**config.mk**
```make
export PLATFORM = sky130hd
export DESIGN_NAME = add_arbiter
export DESIGN_NICKNAME = d
export VERILOG_FILES = /design/src/rtl/add_arbiter_pkg.sv /design/src/rtl/carryselect32.sv /design/src/rtl/rr_arbiter.sv /design/src/rtl/add_arbiter.sv
export VERILOG_INCLUDE_DIRS = /design/src /design/src/rtl
export SDC_FILE = /design/constraint.sdc
export NUM_CORES = 1
export LEC_CHECK = 0
export ABC_AREA = 1
export CORE_ASPECT_RATIO = 1.4
export CORE_MARGIN = 2
export CORE_UTILIZATION = 42
export CTS_BUF_LIST = sky130_fd_sc_hd__clkbuf_8
export CTS_CLUSTER_SIZE = 28
export DETAILED_ROUTE_END_ITERATION = 12
export PLACE_DENSITY_LB_ADDON = 0.08
export SLEW_MARGIN = 20
export SYNTH_ARGS = -nofsm -noshare
export SYNTH_HDL_FRONTEND = slang
export SYNTH_SLANG_ARGS = --single-unit
export TNS_END_PERCENT = 50
```
**constraint.sdc**
```tcl
create_clock -name clk -period 6.8 [get_ports clk]
set_input_delay 2.04 -clock clk [delete_from_list [all_inputs] [get_ports clk]]
set_output_delay 2.04 -clock clk [all_outputs]
set_load 0.005 [all_outputs]
```
**src/rtl/add_arb_defs.vh**
```
// Shared widths and FSM state encodings for the add_arbiter slice.
`ifndef ADD_ARB_DEFS_VH
`define ADD_ARB_DEFS_VH
`define DATA_W   32
`define ID_W     2
`define MAX_REQ  4
`define ST_EMPTY 1'b0
`define ST_FULL  1'b1
`endif

```
**src/rtl/add_arbiter_pkg.sv**
```systemverilog
// Types, constants and helpers shared by add_arbiter and its sub-modules.
`include "add_arb_defs.vh"

package add_arbiter_pkg;
  localparam int DATA_W  = `DATA_W;
  localparam int ID_W    = `ID_W;
  localparam int MAX_REQ = `MAX_REQ;

  typedef enum logic {
    ST_EMPTY = `ST_EMPTY,
    ST_FULL  = `ST_FULL
  } state_e;

  // Round-robin pointer advance, wrapping at the configured requester count.
  function automatic logic [ID_W-1:0] next_ptr(input logic [ID_W-1:0] idx, input int nreq);
    if (int'(idx) >= nreq - 1) return '0;
    return idx + 1'b1;
  endfunction
endpackage

```
**src/rtl/carryselect32.sv**
```systemverilog
// 32-bit carry-select adder: each 8-bit block precomputes sums for both
// carry values (c_0 / c_1) and the incoming block carry picks one.
module carryselect32
  import add_arbiter_pkg::*;
(
  input  logic [DATA_W-1:0] a,
  input  logic [DATA_W-1:0] b,
  input  logic              c_0,
  input  logic              c_1,
  input  logic              ci,
  output logic [DATA_W-1:0] sum,
  output logic              co
);
  localparam int BLK  = 8;
  localparam int NBLK = DATA_W / BLK;

  logic [NBLK:0] carry;
  assign carry[0] = ci;

  for (genvar gi = 0; gi < NBLK; gi++) begin : gen_blk
    logic [BLK:0] s0;
    logic [BLK:0] s1;
    assign s0 = {1'b0, a[gi*BLK +: BLK]} + {1'b0, b[gi*BLK +: BLK]} + {{BLK{1'b0}}, c_0};
    assign s1 = {1'b0, a[gi*BLK +: BLK]} + {1'b0, b[gi*BLK +: BLK]} + {{BLK{1'b0}}, c_1};
    assign sum[gi*BLK +: BLK] = carry[gi] ? s1[BLK-1:0] : s0[BLK-1:0];
    assign carry[gi+1]        = carry[gi] ? s1[BLK] : s0[BLK];
  end

  assign co = carry[NBLK];
endmodule

```
**src/rtl/rr_arbiter.sv**
```systemverilog
// Combinational round-robin picker: first set request at or after ptr wins.
module rr_arbiter
  import add_arbiter_pkg::*;
#(
  parameter int NREQ = 4
) (
  input  logic [NREQ-1:0] req,
  input  logic [ID_W-1:0] ptr,
  input  logic            enable,
  output logic [NREQ-1:0] grant,
  output logic [ID_W-1:0] grant_idx
);
  localparam logic [2:0] NREQ_3 = 3'(NREQ);

  logic [2:0] cand;
  logic       found;

  always_comb begin
    grant     = '0;
    grant_idx = '0;
    found     = 1'b0;
    cand      = '0;
    for (int k = 0; k < NREQ; k++) begin
      cand = {1'b0, ptr} + 3'(k);
      if (cand >= NREQ_3) cand = cand - NREQ_3;
      if (enable && !found && req[cand[ID_W-1:0]]) begin
        found                   = 1'b1;
        grant[cand[ID_W-1:0]]   = 1'b1;
        grant_idx               = cand[ID_W-1:0];
      end
    end
  end
endmodule

```
**src/rtl/add_arbiter.sv**
```systemverilog
// Shared 32-bit adder serving NREQ requesters round-robin into one result register.
// Define ADD_ARB_OVF_EN to add the registered signed-overflow output rsp_ovf.
module add_arbiter
  import add_arbiter_pkg::*;
#(
  parameter int NREQ = 4
) (
  input  logic                   clk,
  input  logic                   rst,
  input  logic [NREQ-1:0]        req,
  output logic [NREQ-1:0]        ack,
  input  logic [DATA_W*NREQ-1:0] a_in,
  input  logic [DATA_W*NREQ-1:0] b_in,
  input  logic [NREQ-1:0]        ci_in,
  output logic                   rsp_valid,
  input  logic                   rsp_ready,
  output logic [DATA_W-1:0]      rsp_sum,
  output logic                   rsp_co,
  output logic [ID_W-1:0]        rsp_id
`ifdef ADD_ARB_OVF_EN
  ,
  output logic                   rsp_ovf
`endif
);
  state_e            state_q, state_d;
  logic [ID_W-1:0]   ptr_q, ptr_d;
  logic [DATA_W-1:0] sum_q, sum_d;
  logic              co_q, co_d;
  logic [ID_W-1:0]   id_q, id_d;

  logic              grant_en;
  logic              granted;
  logic [ID_W-1:0]   gnt_idx;
  logic [DATA_W-1:0] a_arr [NREQ];
  logic [DATA_W-1:0] b_arr [NREQ];
  logic [DATA_W-1:0] add_sum;
  logic              add_co;

  for (genvar gi = 0; gi < NREQ; gi++) begin : gen_unpack
    assign a_arr[gi] = a_in[gi*DATA_W +: DATA_W];
    assign b_arr[gi] = b_in[gi*DATA_W +: DATA_W];
  end

  // A held result blocks new grants unless it is being consumed this cycle.
  assign grant_en = !rst && ((state_q == ST_EMPTY) || rsp_ready);

  rr_arbiter #(.NREQ(NREQ)) u_rr (
    .req       (req),
    .ptr       (ptr_q),
    .enable    (grant_en),
    .grant     (ack),
    .grant_idx (gnt_idx)
  );

  assign granted = |ack;

  carryselect32 u_add (
    .a   (a_arr[gnt_idx]),
    .b   (b_arr[gnt_idx]),
    .c_0 (1'b0),
    .c_1 (1'b1),
    .ci  (ci_in[gnt_idx]),
    .sum (add_sum),
    .co  (add_co)
  );

`ifdef ADD_ARB_OVF_EN
  logic ovf_q, ovf_d;
  logic add_ovf;
  assign add_ovf = (a_arr[gnt_idx][DATA_W-1] == b_arr[gnt_idx][DATA_W-1]) &&
                   (add_sum[DATA_W-1] != a_arr[gnt_idx][DATA_W-1]);
  assign rsp_ovf = ovf_q;
`endif

  always_comb begin
    state_d = state_q;
    ptr_d   = ptr_q;
    sum_d   = sum_q;
    co_d    = co_q;
    id_d    = id_q;
`ifdef ADD_ARB_OVF_EN
    ovf_d   = ovf_q;
`endif
    if (granted) begin
      state_d = ST_FULL;
      ptr_d   = next_ptr(gnt_idx, NREQ);
      sum_d   = add_sum;
      co_d    = add_co;
      id_d    = gnt_idx;
`ifdef ADD_ARB_OVF_EN
      ovf_d   = add_ovf;
`endif
    end else if ((state_q == ST_FULL) && rsp_ready) begin
      state_d = ST_EMPTY;
    end
  end

  always_ff @(posedge clk) begin
    if (rst) begin
      state_q <= ST_EMPTY;
      ptr_q   <= '0;
      sum_q   <= '0;
      co_q    <= 1'b0;
      id_q    <= '0;
`ifdef ADD_ARB_OVF_EN
      ovf_q   <= 1'b0;
`endif
    end else begin
      state_q <= state_d;
      ptr_q   <= ptr_d;
      sum_q   <= sum_d;
      co_q    <= co_d;
      id_q    <= id_d;
`ifdef ADD_ARB_OVF_EN
      ovf_q   <= ovf_d;
`endif
    end
  end

  assign rsp_valid = (state_q == ST_FULL);
  assign rsp_sum   = sum_q;
  assign rsp_co    = co_q;
  assign rsp_id    = id_q;
endmodule

```
==> impl_metrics.env <==
export IMPL_numPortBuffers=306
export IMPL_slew_headroom=0.369
export IMPL_finalSetupViolations=0
export IMPL_grt_use_met2=0.549
export IMPL_hold_violations=0
export IMPL_num_nets_final=1602
export IMPL_synth_top_family_by_area="simple AND/OR/NAND/NOR gates"
export IMPL_crit_arrival_ns=6.51
export IMPL_place_hpwl_microns=19100
export IMPL_cp_required_ns=7.01
export IMPL_synthAdderAreaFrac=0.0988
export IMPL_tightest_slew_ns=0.946
export IMPL_drv_slew=0
export IMPL_wl_microns=23500
export IMPL_die_h_microns=145
export IMPL_cts_buffers=5
export IMPL_synthSimpleGateAreaFrac=0.320
export IMPL_seq_area_frac_synth=0.127
export IMPL_period_minus_slack_ns=6.30
export IMPL_grt_util_all_layers=0.294
export IMPL_hold_start="rsp_id[0]"
export IMPL_cts_setup_buffers=0
export IMPL_clock_root_buffer="clkbuf_8"
export IMPL_finClkSkew_ns=0.00893
export IMPL_hold_path_class="flop to flop"
export IMPL_whs_endpoint="rsp_id[0]"
export IMPL_crit_fanout=14
export IMPL_synth_seq_cells=38
export IMPL_grt_max_degree=74
export IMPL_overflow=0
export IMPL_wl_per_cell_microns=15.9
export IMPL_grt_pass1_vias=7660
export IMPL_pin_count=307
export IMPL_multi_input_area_sq_um=4610
export IMPL_critical_path_slowest_cell="clkdlybuf4s50_1"
export IMPL_maxCapViolCount=0
export IMPL_status="complete, no violations"
export IMPL_h_tree_depth=2
export IMPL_first_pass_iters=5
export IMPL_cts_resized_gates=0
export IMPL_viasPerCell=5.33
export IMPL_cts_num_sinks=38
export IMPL_crit_path_start_kind="input pin"
export IMPL_grt_first_pass_wirelength_microns=36800
export IMPL_rr_worst_depth=27
export IMPL_drc=0
export IMPL_drt_iter0_drc=416
export IMPL_clkTransAtPathRegs_ns=0.08
export IMPL_r2r_end="rsp_sum[29]"
export IMPL_via_count=7867
export IMPL_rsz0062_at_grt="false"
export IMPL_globalRouteMet3Util=0.0385
export IMPL_synth_nets=1325
export IMPL_critPathKind="input pin to flop"
export IMPL_synthesis_area_sq_um=6000
export IMPL_min_period_over_period=0.927
export IMPL_start_util=0.430
export IMPL_gp_congestion=0.938
export IMPL_synthXorXnorAreaFrac=0.0598
export IMPL_hold_ws_ns=0.498
export IMPL_seq_area_sq_um=761
export IMPL_cts_buffer_depth=2
export IMPL_async_flop_share=0
export IMPL_synth_compound_area_share=0.281
export IMPL_crit_start="rst"
export IMPL_cts_tree="built"
export IMPL_synth_area_per_cell_sq_um=5.93
export IMPL_setup_tns_ns=0
export IMPL_cts_hold_buf=0
export IMPL_die_area_sq_um=15300
export IMPL_layout_drive_gt1_share=0.0565
export IMPL_whs_path_depth=2
export IMPL_r2r_start="ptr_q[0]"
export IMPL_cp_end_kind="flop"
export IMPL_die_w_microns=105
export IMPL_yosysUniqueCellTypes=45
export IMPL_rrSetupSlack_ns=1.59
export IMPL_synth_ff_type="dfxtp_1"
export IMPL_core_area_sq_um=14000
export IMPL_syn_to_final_growth_pct=56.7
export IMPL_synth_edff_count=0
export IMPL_max_freq_ghz=0.159
export IMPL_ys_warnings_count=0
export IMPL_syn_inst=1013
export IMPL_nFillCells=1299
export IMPL_cpPeakStageDelay_ns=0.49
export IMPL_synth_mux_area_frac=0
export IMPL_crit_top_cell="nand2_1"
export IMPL_grt_met1_usage=0.326
export IMPL_fp_row_count=51
export IMPL_antenna_found_initial=1
export IMPL_top_usage_layer="met2"
export IMPL_clock_latency_ns=0.31
export IMPL_route_antenna_remaining_nets=0
-- worst max-delay path by stage --
stage                        endpoint  cells past startpoint
after floorplan           rsp_sum[21]                     29
after global placement    rsp_sum[18]                     29
after detailed placement  rsp_sum[18]                     29
after CTS                 rsp_sum[29]                     28
after global routing           rsp_co                     30
final                     rsp_sum[29]                     26
-- cells in the mapped netlist, types with 8 or more instances --
library cell  instances  area (sq um)
dfxtp_1              38           761
inv_1               113           424
xor2_1               32           280
buf_2                 9          45.0
nor2_1              142           533
o22ai_1              58           363
o21bai_1             17           128
nand2_2               8          50.1
nand4_1              18           113
ha_1                 41           513
nand3_2              12           120
nand3_1              71           355
xnor2_1               9          78.8
o211ai_1              9          67.6
a32oi_1               8          70.1
o21ai_0             150           751
a21oi_1              35           175
clkbuf_1             37           139
nand2_1             147           552
-- metal layers --
metal / share of wire / vias up
met4: 0.039 / 0
met3: 0.049 / 52
met2: 0.52 / 277
met1: 0.39 / 3537
met5: 0 / -
li1: - / 4001
-- sequential cells by signal, indices dropped and copies added (netlist names) --
signal,cells
ptr_q,2
rsp_co,1
rsp_id,2
rsp_sum,32
rsp_valid,1
-- cell families (layout without fill, tap and decap cells) --
logic type                 count (synthesis)  in the layout
DFF                                       38             38
buffers and inverters                    172            449
AOI/OAI and AO/OA                        294            294
adders and majority gates                 45             45
xor gates and xnor gates                  41             41
other                                      0              1
and+or+nand+nor                          423            424
-- cells in the final DEF (no fill, tap or decap), drive strengths merged --
cell	netlist	final
o31ai	1	1
xnor2	9	9
nand4	18	18
o21ai	154	154
a211oi	1	1
nor2	148	148
clkinv	1	2
a31oi	3	3
ha	41	41
o22ai	58	58
clkinvlp	0	2
fa	4	4
buf	17	17
inv	117	116
clkdlybuf4s50	0	306
diode	0	1
o311ai	1	1
a21o	1	1
a221oi	2	2
nand3b	3	3
and2	1	1
o21a	1	1
a32oi	8	8
nand3	83	83
bufinv	0	1
nor3	6	6
o21bai	17	17
clkbuf	37	5
nand2	161	162
a21oi	36	36
o211ai	11	11
dfxtp	38	38
xor2	32	32
or2	3	3
-- per-stage QoR --
| step | cells | area [sq um] | worst slack (ns) | util |
|---|---|---|---|---|
| 6_report | 1477 | 9410 | 0.498 | 0.673 |
| 5_1_grt | 1477 | 9410 | 0.0812 | 0.673 |
| 4_1_cts | 1475 | 9370 | 0.425 | 0.671 |
| 3_5_place_dp | 1467 | 9260 | 0.117 | 0.662 |
| 3_3_place_gp | 1467 | 9260 | 0.249 | 0.662 |
| 2_1_floorplan | 1013 | 6000 | 1.15 | - |
-- area by class of cell --
cell class	instances	area share
well taps	185	0.0246
flip-flops and latches	38	0.0809
clock inverters	3	0.00479
clock buffers	5	0.00732
repair buffers	323	0.345
diodes	1	0.000266
multi-input cells	804	0.490
inverters	118	0.0478
-- critical path: cells and delay by family --
family | cells | cell delay [ns]
AND/OR/NAND/NOR | 18 | 2.69
AO/OA/AOI/OAI | 3 | 0.41
adder cells (fa/ha/maj) | 1 | 0.41
buffers and inverters | 4 | 0.91
Power is not shown: default switching activity piles up to over one toggle a cycle in this logic, so the estimate is an artifact.
==> edit, RTL diff (same flow settings) <==
`sum_q` no longer has a reset.
--- a/src/rtl/add_arbiter.sv
+++ b/src/rtl/add_arbiter.sv
@@ -99,7 +99,6 @@
     if (rst) begin
       state_q <= ST_EMPTY;
       ptr_q   <= '0;
-      sum_q   <= '0;
       co_q    <= 1'b0;
       id_q    <= '0;
 `ifdef ADD_ARB_OVF_EN
@@ -108,7 +107,6 @@
     end else begin
       state_q <= state_d;
       ptr_q   <= ptr_d;
-      sum_q   <= sum_d;
       co_q    <= co_d;
       id_q    <= id_d;
 `ifdef ADD_ARB_OVF_EN
@@ -117,6 +115,10 @@
     end
   end
 
+  always_ff @(posedge clk) begin
+    sum_q <= sum_d;
+  end
+
   assign rsp_valid = (state_q == ST_FULL);
   assign rsp_sum   = sum_q;
   assign rsp_co    = co_q;
Behaviour: differs if rst is asserted again (counterexample within 4 cycles, from zero or initial values and one cycle with rst high); with rst held inactive, the same outputs for 4 cycles.
==> edit against the unedited design <==
Area after synthesis down 8.0%; non-clock buffer count up 6; worst setup slack better by 24 ps; sequential cell count unchanged; routed wire length down 10%; cell area down 4.2%; die area down 7.7%; hold slack worse by 24 ps.
Power is left out: the tool's default activity adds up to more than one toggle a clock period on the data nets, which glitch-free logic cannot reach.
==> edit: results (changes against the unedited design) <==
[worst_setup_path]
worstRegToRegCells=31  ; +15%
crit_path_start=rsp_ready
slowest_delay_ps=540  ; +50 ps
worstPathMaxFanout=13  ; -1
crit_end=rsp_sum[23]
crit_path_top_delay_cell=fa_1

[synthesis]
async_flop_share_pct=0  ; unchanged
ys_top_cells_by_count=nor2_1 (143), o21ai_0 (125), nand2_1 (122), o22ai_1 (60), inv_1 (56)
syn-instance-count=838  ; -17%
synth_edf_count=32  ; +32
synth.area.top_cells=edfxtp_1 (17%), o21ai_0 (11%), nor2_1 (9.7%)
synth_nets=1150  ; -13%
synth-seq-area-share_pct=19.6  ; +6.9 points
yosys.cell_types.count=44  ; -2.2%

[worst_hold_path]
min_from=rsp_co
hold_end=rsp_co
min_path_cells=2  ; unchanged

[placement]
dp_hpwl_um=17400  ; -8.9%
place_congestion=0.929  ; -0.99%
numPlacedInstances=1278  ; -13%

[timing]
max_freq_mhz=159  ; +0.38%
max_slew_margin_pct=37.0  ; +0.19 points
clock_skew_ps=11.1  ; +2.15 ps

[cells_and_area]
drive_above_1_share_pct=6.97  ; +1.3 points
num-nets-final=1444  ; -9.9%
fillCellCount=1144  ; -12%

[status]
outcome=completed

[grt]
grt_pass1_vias=6787  ; -11%
grt_pass1_wl_um=33000  ; -10%
grtUsageTotal_pct=29.3  ; -0.083 points
grt_max_degree=96  ; +30%

[drt]
wire_per_inst_um=16.4  ; +3.1%
first_iter_violations=380  ; -8.7%

edit: layout make-up:
cell class	instances	area (um^2)	area share, %
antenna	1	2.50	0.0278
clock buffer	5	68.8	0.764
clock inverter	3	68.8	0.764
inverter	60	228	2.53
multi-input combinational	698	4070	45.2
sequential	38	1080	12.0
tap	153	191	2.13
timing repair buffer	329	3300	36.6
edit: per-layer routing:
| metal | vias up | GRT usage [%] | routed length, um | share of wire [%] |
|---|---|---|---|---|
| met1 | 3134 | 33.5 | 8040 | 38 |
| met2 | 280 | 54.9 | 11100 | 53 |
| met4 | 0 | 7.11 | 449 | 2.1 |
| li1 | 3498 | - | - | - |
| met3 | 36 | 5.47 | 1500 | 7.1 |
| met5 | - | 0 | 0 | 0 |
edit: kinds of logic after synthesis:
logic type                 count (synthesis)  share of synthesized area [%]
DFF                                       38                           19.6
muxes                                      1                          0.204
buffers and inverters                    102                           7.06
and+or+nand+nor                          362                           30.4
AOI/OAI and AO/OA                        245                           24.8
adders and majority gates                 45                           10.7
xor gates and xnor gates                  45                           7.27
